`src/rtl/rf_writeback_arbiter_if.sv`:
```
// Register-file write-side bundle: pipeline writeback, long-latency result stream,
// register-file write port and hazard/stall feedback.
interface rf_writeback_arbiter_if;
  logic        i_wb_valid;
  logic [4:0]  i_wb_rd;
  logic [31:0] i_wb_data;
  logic        i_ll_valid;
  logic        o_ll_ready;
  logic [4:0]  i_ll_rd;
  logic [31:0] i_ll_data;
  logic        o_rd_wen;
  logic [4:0]  o_rd_waddr;
  logic [31:0] o_rd_wdata;
  logic [31:0] o_ll_pending;
  logic        o_stall_req;

  modport slave (
    input  i_wb_valid, i_wb_rd, i_wb_data,
    input  i_ll_valid, i_ll_rd, i_ll_data,
    output o_ll_ready, o_rd_wen, o_rd_waddr, o_rd_wdata, o_ll_pending, o_stall_req
  );

  modport master (
    output i_wb_valid, i_wb_rd, i_wb_data,
    output i_ll_valid, i_ll_rd, i_ll_data,
    input  o_ll_ready, o_rd_wen, o_rd_waddr, o_rd_wdata, o_ll_pending, o_stall_req
  );
endinterface

```
`src/rtl/rf_writeback_arbiter.sv`:
```
// Merges the non-stallable pipeline writeback and a FIFO-buffered long-latency
// result stream onto one registered register-file write port.
module rf_writeback_arbiter #(
  parameter int DEPTH        = 4,
  parameter int STARVE_LIMIT = 4
) (
  input  logic                  i_clk,
  input  logic                  i_rst,
  rf_writeback_arbiter_if.slave bus
);
  localparam int AW = $clog2(DEPTH);
  localparam int CW = $clog2(DEPTH + 1);
  localparam int SW = $clog2(STARVE_LIMIT + 1);

  logic [AW-1:0] wr_ptr_reg, rd_ptr_reg;
  logic [CW-1:0] count_reg;
  logic [DEPTH-1:0] valid_reg;
  logic [SW-1:0] starve_reg;
  logic [4:0]    rd_mem   [DEPTH];
  logic [31:0]   data_mem [DEPTH];

  logic        rd_wen_reg;
  logic [4:0]  rd_waddr_reg;
  logic [31:0] rd_wdata_reg;

  logic ll_ready, fifo_empty, wb_win, pop, push;
  logic [31:0] slot_mask [DEPTH];
  logic [31:0] pending_next;

  assign ll_ready   = (count_reg < CW'(DEPTH));
  assign fifo_empty = (count_reg == '0);
  assign wb_win     = bus.i_wb_valid && (bus.i_wb_rd != 5'd0);
  assign pop        = !wb_win && !fifo_empty;
  // x0 results complete the handshake but are never stored.
  assign push       = bus.i_ll_valid && ll_ready && (bus.i_ll_rd != 5'd0);

  genvar gi;
  generate
    for (gi = 0; gi < DEPTH; gi++) begin : g_slot
      assign slot_mask[gi] = valid_reg[gi] ? (32'd1 << rd_mem[gi]) : 32'd0;
    end
  endgenerate

  always_comb begin
    pending_next = 32'd0;
    for (int i = 0; i < DEPTH; i++) begin
      pending_next = pending_next | slot_mask[i];
    end
    pending_next[0] = 1'b0;
  end

  always_ff @(posedge i_clk) begin
    if (push) begin
      rd_mem[wr_ptr_reg]   <= bus.i_ll_rd;
      data_mem[wr_ptr_reg] <= bus.i_ll_data;
    end
  end

  always_ff @(posedge i_clk or posedge i_rst) begin
    if (i_rst) begin
      wr_ptr_reg   <= '0;
      rd_ptr_reg   <= '0;
      count_reg    <= '0;
      valid_reg    <= '0;
      starve_reg   <= '0;
      rd_wen_reg   <= 1'b0;
      rd_waddr_reg <= 5'd0;
      rd_wdata_reg <= 32'd0;
    end else begin
      if (pop) begin
        valid_reg[rd_ptr_reg] <= 1'b0;
        rd_ptr_reg            <= rd_ptr_reg + 1'b1;
      end
      if (push) begin
        valid_reg[wr_ptr_reg] <= 1'b1;
        wr_ptr_reg            <= wr_ptr_reg + 1'b1;
      end
      case ({push, pop})
        2'b10:   count_reg <= count_reg + 1'b1;
        2'b01:   count_reg <= count_reg - 1'b1;
        default: count_reg <= count_reg;
      endcase

      // Only a WB win over a waiting head counts as starvation.
      if (!fifo_empty && wb_win) begin
        if (starve_reg != SW'(STARVE_LIMIT)) starve_reg <= starve_reg + 1'b1;
      end else begin
        starve_reg <= '0;
      end

      rd_wen_reg <= wb_win || pop;
      if (wb_win) begin
        rd_waddr_reg <= bus.i_wb_rd;
        rd_wdata_reg <= bus.i_wb_data;
      end else if (pop) begin
        rd_waddr_reg <= rd_mem[rd_ptr_reg];
        rd_wdata_reg <= data_mem[rd_ptr_reg];
      end
    end
  end

  assign bus.o_ll_ready   = ll_ready;
  assign bus.o_rd_wen     = rd_wen_reg;
  assign bus.o_rd_waddr   = rd_waddr_reg;
  assign bus.o_rd_wdata   = rd_wdata_reg;
  assign bus.o_ll_pending = pending_next;
  assign bus.o_stall_req  = (starve_reg == SW'(STARVE_LIMIT));
endmodule
```
`src/flat_wrapper.sv`:
```
// flat-port wrapper written by rule: the top's interface ports become plain ports
module rf_writeback_arbiter_flat 
#(
  parameter int DEPTH        = 4,
  parameter int STARVE_LIMIT = 4
)
  (i_clk, i_rst, bus_i_wb_valid, bus_i_wb_rd, bus_i_wb_data, bus_i_ll_valid, bus_i_ll_rd, bus_i_ll_data, bus_o_ll_ready, bus_o_rd_wen, bus_o_rd_waddr, bus_o_rd_wdata, bus_o_ll_pending, bus_o_stall_req);
  rf_writeback_arbiter_if bus_i ();
  input  logic i_clk;
  input  logic i_rst;
  input wire logic [$bits(bus_i.i_wb_valid)-1:0] bus_i_wb_valid;
  input wire logic [$bits(bus_i.i_wb_rd)-1:0] bus_i_wb_rd;
  input wire logic [$bits(bus_i.i_wb_data)-1:0] bus_i_wb_data;
  input wire logic [$bits(bus_i.i_ll_valid)-1:0] bus_i_ll_valid;
  input wire logic [$bits(bus_i.i_ll_rd)-1:0] bus_i_ll_rd;
  input wire logic [$bits(bus_i.i_ll_data)-1:0] bus_i_ll_data;
  output wire logic [$bits(bus_i.o_ll_ready)-1:0] bus_o_ll_ready;
  output wire logic [$bits(bus_i.o_rd_wen)-1:0] bus_o_rd_wen;
  output wire logic [$bits(bus_i.o_rd_waddr)-1:0] bus_o_rd_waddr;
  output wire logic [$bits(bus_i.o_rd_wdata)-1:0] bus_o_rd_wdata;
  output wire logic [$bits(bus_i.o_ll_pending)-1:0] bus_o_ll_pending;
  output wire logic [$bits(bus_i.o_stall_req)-1:0] bus_o_stall_req;
  assign bus_i.i_wb_valid = bus_i_wb_valid;
  assign bus_i.i_wb_rd = bus_i_wb_rd;
  assign bus_i.i_wb_data = bus_i_wb_data;
  assign bus_i.i_ll_valid = bus_i_ll_valid;
  assign bus_i.i_ll_rd = bus_i_ll_rd;
  assign bus_i.i_ll_data = bus_i_ll_data;
  assign bus_o_ll_ready = bus_i.o_ll_ready;
  assign bus_o_rd_wen = bus_i.o_rd_wen;
  assign bus_o_rd_waddr = bus_i.o_rd_waddr;
  assign bus_o_rd_wdata = bus_i.o_rd_wdata;
  assign bus_o_ll_pending = bus_i.o_ll_pending;
  assign bus_o_stall_req = bus_i.o_stall_req;
  rf_writeback_arbiter #(.DEPTH(DEPTH), .STARVE_LIMIT(STARVE_LIMIT)) u_core (.i_clk(i_clk), .i_rst(i_rst), .bus(bus_i));
endmodule
```
`config.mk`:
```
export PLATFORM = sky130hd
export DESIGN_NAME = rf_writeback_arbiter_flat
export DESIGN_NICKNAME = d
export VERILOG_FILES = /design/src/rtl/rf_writeback_arbiter_if.sv /design/src/rtl/rf_writeback_arbiter.sv /design/src/flat_wrapper.sv
export SDC_FILE = /design/constraint.sdc
export NUM_CORES = 1
export LEC_CHECK = 0
export ABC_CLOCK_PERIOD_IN_PS = 2600
export BUFFER_PORTS_ARGS = -buffer_cell sky130_fd_sc_hd__buf_4
export CORE_MARGIN = 2
export CORE_UTILIZATION = 29
export CTS_CLUSTER_DIAMETER = 50
export DETAILED_ROUTE_END_ITERATION = 10
export SYNTH_ARGS = -nofsm -noshare
export SYNTH_HDL_FRONTEND = slang
export SYNTH_SLANG_ARGS = --single-unit
```
`constraint.sdc`:
```
create_clock -name i_clk -period 2.6 [get_ports i_clk]
set_input_delay 0.39 -clock i_clk [delete_from_list [all_inputs] [get_ports i_clk]]
set_output_delay 0.39 -clock i_clk [all_outputs]
set_load 0.02 [all_outputs]
```
== After elaboration in Yosys (flattened, before gate mapping) ==
Memory sizes are Yosys's and may differ from the RTL's.
Cells that the tools add are included.

* Register bits: 52
* Latch bits: 0
* Memory bits (writable): 148
* ROM bits: 0
* Output and inout port bits: 72
* Logic and storage cells: 69
* Memories: 2

{| class="wikitable"
|+ Memories
! name !! depth !! bits a word !! rd ports !! clocked after Yosys merged registers in !! wr ports !! line !! RTL
|-
| u_core.data_mem || 4 || 32 || 1 || 0 || 1 || rf_writeback_arbiter.sv:20 || <nowiki>logic [31:0] data_mem [DEPTH];</nowiki>
|-
| u_core.rd_mem || 4 || 5 || 5 || 0 || 1 || rf_writeback_arbiter.sv:19 || <nowiki>logic [4:0] rd_mem [DEPTH];</nowiki>
|}

* $add $sub $neg: 5
* Multipliers: 0
* Divide/modulo/power cells: 0
* $lt $le $gt $ge: 5
* Equal/unequal tests: 5
* Shifts and indexed selects: 4
* Mux-type cells: 19
* Bitwise logic cells: 6
* Reductions and logical operators: 15

{| class="wikitable"
|+ Operators with widths
! kind !! number
|-
| $mux 32 || 6
|-
| $shl 1x5->32 const A || 4
|-
| $or 32x32->32 || 3
|-
| $mux 5 || 2
|-
| $reduce_bool 5->1 || 2
|-
| $mux 4 || 2
|-
| $logic_and 1x1->1 || 7
|-
| $add 3x1->3 const B || 2
|-
| $lt 2x3->1 const B || 2
|-
| $mux 3 || 2
|-
| $pmux 3 s2 || 1
|-
| $add 2x1->2 const B || 2
|-
| $and 4x4->4 || 1
|-
| $demux 1 s2 || 2
|-
| $ge 2x1->1 const B || 2
|-
| $mux 1 || 4
|-
| $not 4->4 || 1
|-
| $or 4x4->4 || 1
|-
| $reduce_bool 2->1 || 2
|-
| $eq 3x3->1 const B || 1
|-
| $logic_not 3->1 || 1
|-
| $lt 3x3->1 const B || 1
|-
| $ne 3x3->1 const B || 1
|-
| $sub 3x1->3 const B || 1
|-
| 5 further kinds || 6
|}

== Logic depth before layout (Yosys ltp) ==
Gate-level depths: netlist of the first run.

* Depth after elaboration: 9
* Mapped depth: 11

== Worst setup path after synthesis of the first run ==
OpenSTA, ideal clock, no wires.

* Kind: input-to-reg
* Start: in bus_i_wb_rd[0]
* End: reg u_core.count_reg[2]
* Data arrival time: 2.271 ns
* Required time: 2.520 ns
* Slack: 0.249 ns
* Stages on the path: 11
* Buffers on the path: 1
* Cell sequence: or4_1 > o21ai_1 > buf_4 > nand2_2 > inv_1 > ha_1 > inv_1 > fa_1 > xor2_1 > nor2_1 > xnor2_1

* Word-level cells in the longest chain between the ends: 6

{| class="wikitable"
|+ RTL lines
! element !! line !! RTL
|-
| start: declaration || flat_wrapper.sv:12 || <nowiki>input wire logic [$bits(bus_i.i_wb_rd)-1:0] bus_i_wb_rd;</nowiki>
|-
| $reduce_bool 5->1 (*) || rf_writeback_arbiter.sv:32 || <nowiki>assign wb_win = bus.i_wb_valid && (bus.i_wb_rd != 5'd0);</nowiki>
|-
| $logic_and 1x1->1 (*) || rf_writeback_arbiter.sv:32 ||
|-
| $logic_not 1->1 (*) || rf_writeback_arbiter.sv:33 || <nowiki>assign pop = !wb_win && !fifo_empty;</nowiki>
|-
| $logic_and 1x1->1 (*) || rf_writeback_arbiter.sv:33 ||
|-
| net u_core.pop || rf_writeback_arbiter.sv:26 || <nowiki>logic ll_ready, fifo_empty, wb_win, pop, push;</nowiki>
|-
| $eq 2x1->1 / $eq 2x2->1 (equally long branches) || rf_writeback_arbiter.sv:78 || <nowiki>case ({push, pop})</nowiki>
|-
| $pmux 3 s2 / $reduce_bool 2->1 (equally long branches) || - ||
|-
| end signal: assignment || rf_writeback_arbiter.sv:79 || <nowiki>2'b10: count_reg <= count_reg + 1'b1;</nowiki>
|-
| end signal: assignment || rf_writeback_arbiter.sv:80 || <nowiki>2'b01: count_reg <= count_reg - 1'b1;</nowiki>
|-
| end signal: assignment || rf_writeback_arbiter.sv:81 || <nowiki>default: count_reg <= count_reg;</nowiki>
|-
| end: declaration || rf_writeback_arbiter.sv:16 || <nowiki>logic [CW-1:0] count_reg;</nowiki>
|}

The timed path passes the listed nets; every way through them passes the cells marked *.
A chain may end at the register's enable or synchronous reset.

==> results.yml, run 1 <==
clocking:
  cts_buffer_depth: 2
  cts.sinks: 200
  cts_tree: "built"
  cts_max_level: 4
  clk_pin_slew_ns: 0.09
  clk_latency_ns: 0.44
  root_buffer: "clkbuf_16"
  cts_buffers: 17
worst_hold_path:
  hold_depth: 1
  hold_end: "u_core.data_mem[0][3]"
  hp-start: "bus_i_ll_data[3]"
  hold_class: "in2reg"
finish:
  fillers: 2976
  utilization_pct: 36.92
  regArea_sq_um: 5748
  drive_gt1_share_pct: 32.63
  max_flop_register: "u_core.data_mem"
  largest_reg_flops: 128
  syn_to_final_growth_pct: 26.22
  layout.nets: 877
  multi_input_area_sq_um: 2929
yosys:
  synthTopCellsByArea: "edfxtp_1 (50%), dfrtp_1 (15%), mux4_2 (9.4%)"
  synthTopCellsByCount: "edfxtp_1 (148), nand2_1 (89), dfrtp_1 (52)"
  synth_nets: 726
  synth_warnings: 0
  async_flop_share_pct: 26.00
  yosys.area_share.simple_pct: 11.57
  yosys.area_share.xor_xnor_pct: 0.5904
  syn_inst: 636
  yosys_most_used_dff: "edfxtp_1"
  syn_area_per_cell_sq_um: 14.00
  synth_edf_count: 148
  syn_area_sq_um: 8901
  ys_ff_latch: 200
  synth_cell_types: 40
  synth_fa_ha_area_share_pct: 1.771
  synth_top_area_cell: "edfxtp_1"
  synth.most_common_cell: "edfxtp_1"
  yosysSeqAreaShare_pct: 64.55
  synth_top_area_share_pct: 49.93
  synthMuxAreaShare_pct: 9.755
  synth_compound_area_share_pct: 8.828
  synth_top_family_by_area: "simple AND/OR/NAND/NOR gates"
timing:
  setup_viol: 0
  tightest_slew_ns: 0.8211
  fmax_mhz: 406.8
  period_minus_slack_ns: 2.458
  fin_crit_sh_pct: 94.55
  skew_ns: 0.01512
  slew_viol_final: 0
  tns_ns: 0
  hold_viol_final: 0
  slew_headroom_pct: 45.26
  rsz0062_at_grt: "false"
global_route:
  grt_pass1_wl_um: 35090
  antenna_found_initial: 1
  first_global_vias: 5977
  grt_max_degree: 83
  track_usage_pct: 14.69
  overflow: 0
power_and_ir_drop:
  peakVddDrop_v: 0.0005377
  p_leak_nw: 4.226
  p_per_area_nw_per_um2: 968.5
setup_path:
  rr_startpoint: "u_core.count_reg[2]"
  crit_required_ns: 2.21
  end_kind: "output pin"
  ff2ff_path_depth: 5
  crit_arrival_ns: 2.07
  startpoint: "u_core.rd_mem[3][3]"
  worstSetupPathType: "reg2out"
  rr_endpoint: "u_core.data_mem[2][13]"
  cp_max_fo: 7
  reg2reg_slack_ns: 0.61
  start_kind: "register"
routing:
  wirelength_um: 23150
  via_count: 5913
  via_per_inst: 4.940
  antenna_left: 0
  drt-initial-drc-count: 569
  drtPass1Iterations: 8
  drc: 0
  wl_per_cell_um: 19.34
die:
  start_util_pct: 29.25
  dieWidth_um: 179.2
  io_pins: 150
  coreArea_sq_um: 30430
  die_area_sq_um: 32110
  die_height_um: 179.2
  rows: 64
placement:
  place_congestion: 0.8897
  portBuffers: 148
  hpwl_um: 15820
status:
  status: "complete, no violations"
job:
  cap_violations: 0
[cells in the final DEF, fill, tap and decap left out, drive strengths merged, types with 4 or more instances in the layout]
cell type  count
buf          172
edfxtp       148
nand2         90
dfrtp         52
nor2          46
mux4          37
a31oi         35
inv           26
clkbuf        17
a22oi         14
nand3b        13
o221ai        13
nand3         13
a221o         12
ha            11
nor3           9
and3b          8
o22ai          8
nor3b          8
or3b           8
and3           7
o211ai         6
clkinv         6
xnor2          5
and2           5
a21oi          4
a21o           4
o21ai          4
[per-stage QoR]
stage | setup WS [ns] | instance area (sq um) | total power (W) | hold slack (ns) | std cells
3_3_place_gp | 0.1652 | 10590 | 0.008309 | 0.3310 | 1162
2_1_floorplan | 0.2488 | 8901 | 0.006844 | 0.4599 | 636
4_1_cts | 0.05992 | 11220 | 0.01104 | 0.1242 | 1195
3_5_place_dp | 0.1639 | 10590 | 0.008342 | 0.3349 | 1162
5_1_grt | 0.06532 | 11230 | 0.01153 | 0.1225 | 1196
6_report | 0.1417 | 11230 | 0.01088 | 0.1487 | 1197
[final cells by class]
type / count / share of cell area (%)
flip-flops and latches: 200 / 51.16
multi-input cells: 378 / 26.07
repair buffers: 173 / 12.25
well taps: 396 / 4.410
clock buffers: 17 / 3.787
clock inverters: 15 / 1.726
inverters: 17 / 0.5680
diodes: 1 / 0.02227
[power breakdown]
group	internal, W	total, W	switching [W]
registers	0.00410	0.00456	0.000459
logic	0.00167	0.00365	0.00198
clock network	0.00133	0.00268	0.00135
[timing repair]
| item | in CTS | in global routing |
|---|---|---|
| hold buffers | 1 | 0 |
| gates resized for setup | 0 | 2 |
| setup buffers | 0 | 1 |
| setup endpoints to repair | 0 | 2 |
| endpoints found under the hold margin | 8 | 0 |
[metal layers]
layer	up-vias	part of all wire, %	track usage, %
met5	-	0	0
met4	0	1.5	4.200
met3	22	6.9	3.626
met2	214	50	25.14
met1	2916	42	18.45
li1	2761	-	-
[worst max-delay path, cell delays in order, from the launching register on]
cell	delay, ns
edfxtp_1	0.49
or3b_2	0.60
o211ai_1	0.34
buf_4	0.21
[worst max-delay path by stage]
stage	endpoint	slack, ns	depth (start not counted)
3_3_place_gp	u_core.count_reg[2]	0.17	11
6_report	bus_o_ll_pending[5]	0.14	3
3_5_place_dp	u_core.count_reg[2]	0.16	11
2_1_floorplan	u_core.count_reg[2]	0.25	11
4_1_cts	bus_o_ll_pending[5]	0.06	5
5_1_grt	bus_o_ll_pending[25]	0.07	5
[kinds of logic (layout without fill, tap and decap cells)]
kind of cell,after synthesis,after routing
simple gates,212,212
buf+inv,58,222
other cells,1,2
compound gates,107,107
flops,200,200
fa+ha+maj,12,12
mux,40,40
xor+xnor,6,6
(Power assumes the default switching activity.)
==> run 2, diff against run 1 <==
--- a/config.mk
+++ b/config.mk
@@ -5,7 +5,7 @@
 export SDC_FILE = /design/constraint.sdc
 export NUM_CORES = 1
 export LEC_CHECK = 0
-export ABC_CLOCK_PERIOD_IN_PS = 2600
+export ABC_CLOCK_PERIOD_IN_PS = 3100
 export BUFFER_PORTS_ARGS = -buffer_cell sky130_fd_sc_hd__buf_4
 export CORE_MARGIN = 2
 export CORE_UTILIZATION = 29
==> constraint.sdc (replaced) <==
create_clock -name i_clk -period 3.1 [get_ports i_clk]
set_input_delay 0.465 -clock i_clk [delete_from_list [all_inputs] [get_ports i_clk]]
set_output_delay 0.465 -clock i_clk [all_outputs]
set_load 0.02 [all_outputs]
==> results.yml, run 2 (synthesis results as in run 1) <==
clocking:
  cts_buffers: 17
  clk_pin_slew_ns: 0.08
  cts_setup_buffers: 0
  cts_max_level: 4
  cts.sinks: 200
  cts_tree: "built"
  cts_buffer_depth: 2
  ctsResizeCount: 0
  cts_hold_buf: 0
  root_buffer: "clkbuf_16"
  clk_latency_ns: 0.43
power_and_ir_drop:
  p_sw_w: 0.003083
  p_per_area_nw_per_um2: 810.4
  comb_power_share_pct: 32.3
  p_leak_nw: 4.112
  peakVddDrop_v: 0.0003834
  power.share.clock_pct: 24.0
  swShare_pct: 34.58
  p_seq_share_pct: 43.7
  internal-power_w: 0.005832
setup_path:
  critPathMaxStageDelay_ns: 0.59
  crit_required_ns: 2.63
  rr_endpoint: "u_core.data_mem[0][27]"
  end_kind: "output pin"
  start_kind: "register"
  worst-path-stages: 4
  path_buf_inv: 1
  path_cells: "or3b_2 > o32ai_1 > a221o_1 > buf_4"
  reg2reg_slack_ns: 0.84
  ff2ff_path_depth: 3
  critical-path-top-delay-family: "flip-flops"
  slowest_stage: "edfxtp_1"
  worstSetupPathType: "reg2out"
  cp_max_fo: 11
  crit_arrival_ns: 2.14
  rr_startpoint: "u_core.count_reg[2]"
global_route:
  overflow: 0
  track_usage_pct: 14.42
  first_global_vias: 5923
  antenna_found_initial: 1
  grt_pass1_wl_um: 34670
  grt_max_degree: 83
timing:
  slew_viol_final: 0
  fmax_mhz: 384.0
  tns_ns: 0
  slew_headroom_pct: 25.71
  fin_ws_ns: 0.4957
  rsz0062_at_grt: "false"
  period_minus_slack_ns: 2.604
  fin_hold_ws_ns: 0.09216
  skew_ns: 0.01224
  hold_viol_final: 0
  setup_viol: 0
  tightest_slew_ns: 1.114
  fin_crit_sh_pct: 84.01
finish:
  drive_gt1_share_pct: 31.30
  largest_reg_flops: 128
  syn_to_final_growth_pct: 23.57
  most-common-layout-cells: "buf_4 (158), edfxtp_1 (148), nand2_1 (89)"
  max_flop_register: "u_core.data_mem"
  mostFrequentLayoutCell: "buf_4"
  layout.nets: 863
routing:
  antenna_left: 0
  wirelength_um: 22930
  drt-initial-drc-count: 394
  via_per_inst: 5.033
  via_count: 5954
  wl_per_cell_um: 19.38
  drc: 0
  drtPass1Iterations: 5
die:
  coreArea_sq_um: 30430
  dieWidth_um: 179.2
  die_height_um: 179.2
  rows: 64
  die_area_sq_um: 32110
  start_util_pct: 29.25
  io_pins: 150
placement:
  pre_cts_ws_ns: 0.5346
  portBuffers: 148
  hpwl_um: 15190
  place_congestion: 0.8923
worst_hold_path:
  hold_class: "in2async"
job:
  cap_violations: 0
status:
  status: "complete, no violations"
==> run 2: changes by cell type in the layout (fill, tap and decap cells not counted), sizes merged <==
cell	before	now
buf	172	159
clkbuf	17	19
clkinv	6	2
clkinvlp	0	1
dlygate4sd3	1	0
inv	26	27
==> run 2: stage by stage <==
stage | instance area [sq um] | std cells | util, % | power, W
finish | 11000 | 1183 | 36.15 | 0.008914
global placement | 10440 | 1150 | 34.30 | 0.006857
detailed placement | 10440 | 1150 | 34.30 | 0.006893
global route | 11000 | 1182 | 36.14 | 0.009430
floorplan | 8901 | 636 | - | 0.005740
CTS | 11000 | 1182 | 36.14 | 0.009050
==> run 2: area by class of cell <==
type,count,area (sq um)
diodes,1,2.502
multi-input cells,378,2924
flip-flops and latches,200,5748
well taps,396,495.5
repair buffers,159,1206
inverters,17,63.81
clock buffers,19,432.9
clock inverters,13,126.4
fillers,2927,19430
==> run 2: power groups by stage <==
stage,registers [W],clock network [W],logic [W]
after floorplan,0.00394,0,0.00180
after global placement,0.00395,0,0.00291
after detailed placement,0.00396,0,0.00293
after CTS,0.00391,0.00220,0.00295
after global routing,0.00398,0.00229,0.00316
final,0.00390,0.00214,0.00288
==> run 2: worst max path at each step <==
stage,end,from,slack (ns)
6_report,bus_o_ll_pending[18],u_core.rd_mem[1][1],0.50
3_3_place_gp,u_core.count_reg[2],bus_i_wb_rd[2],0.56
5_1_grt,bus_o_ll_pending[18],u_core.rd_mem[1][1],0.36
4_1_cts,bus_o_ll_pending[18],u_core.rd_mem[1][1],0.51
3_5_place_dp,u_core.count_reg[2],bus_i_wb_rd[2],0.53
2_1_floorplan,u_core.count_reg[2],bus_i_wb_rd[0],0.67
==> run 2: layer usage <==
| metal | global-route usage, % | vias up | share of wire, % |
|---|---|---|---|
| met5 | 0 | - | 0 |
| met4 | 4.973 | 0 | 1.6 |
| met3 | 3.181 | 24 | 6.9 |
| met2 | 23.89 | 203 | 49 |
| met1 | 18.65 | 2996 | 42 |
| li1 | - | 2731 | - |
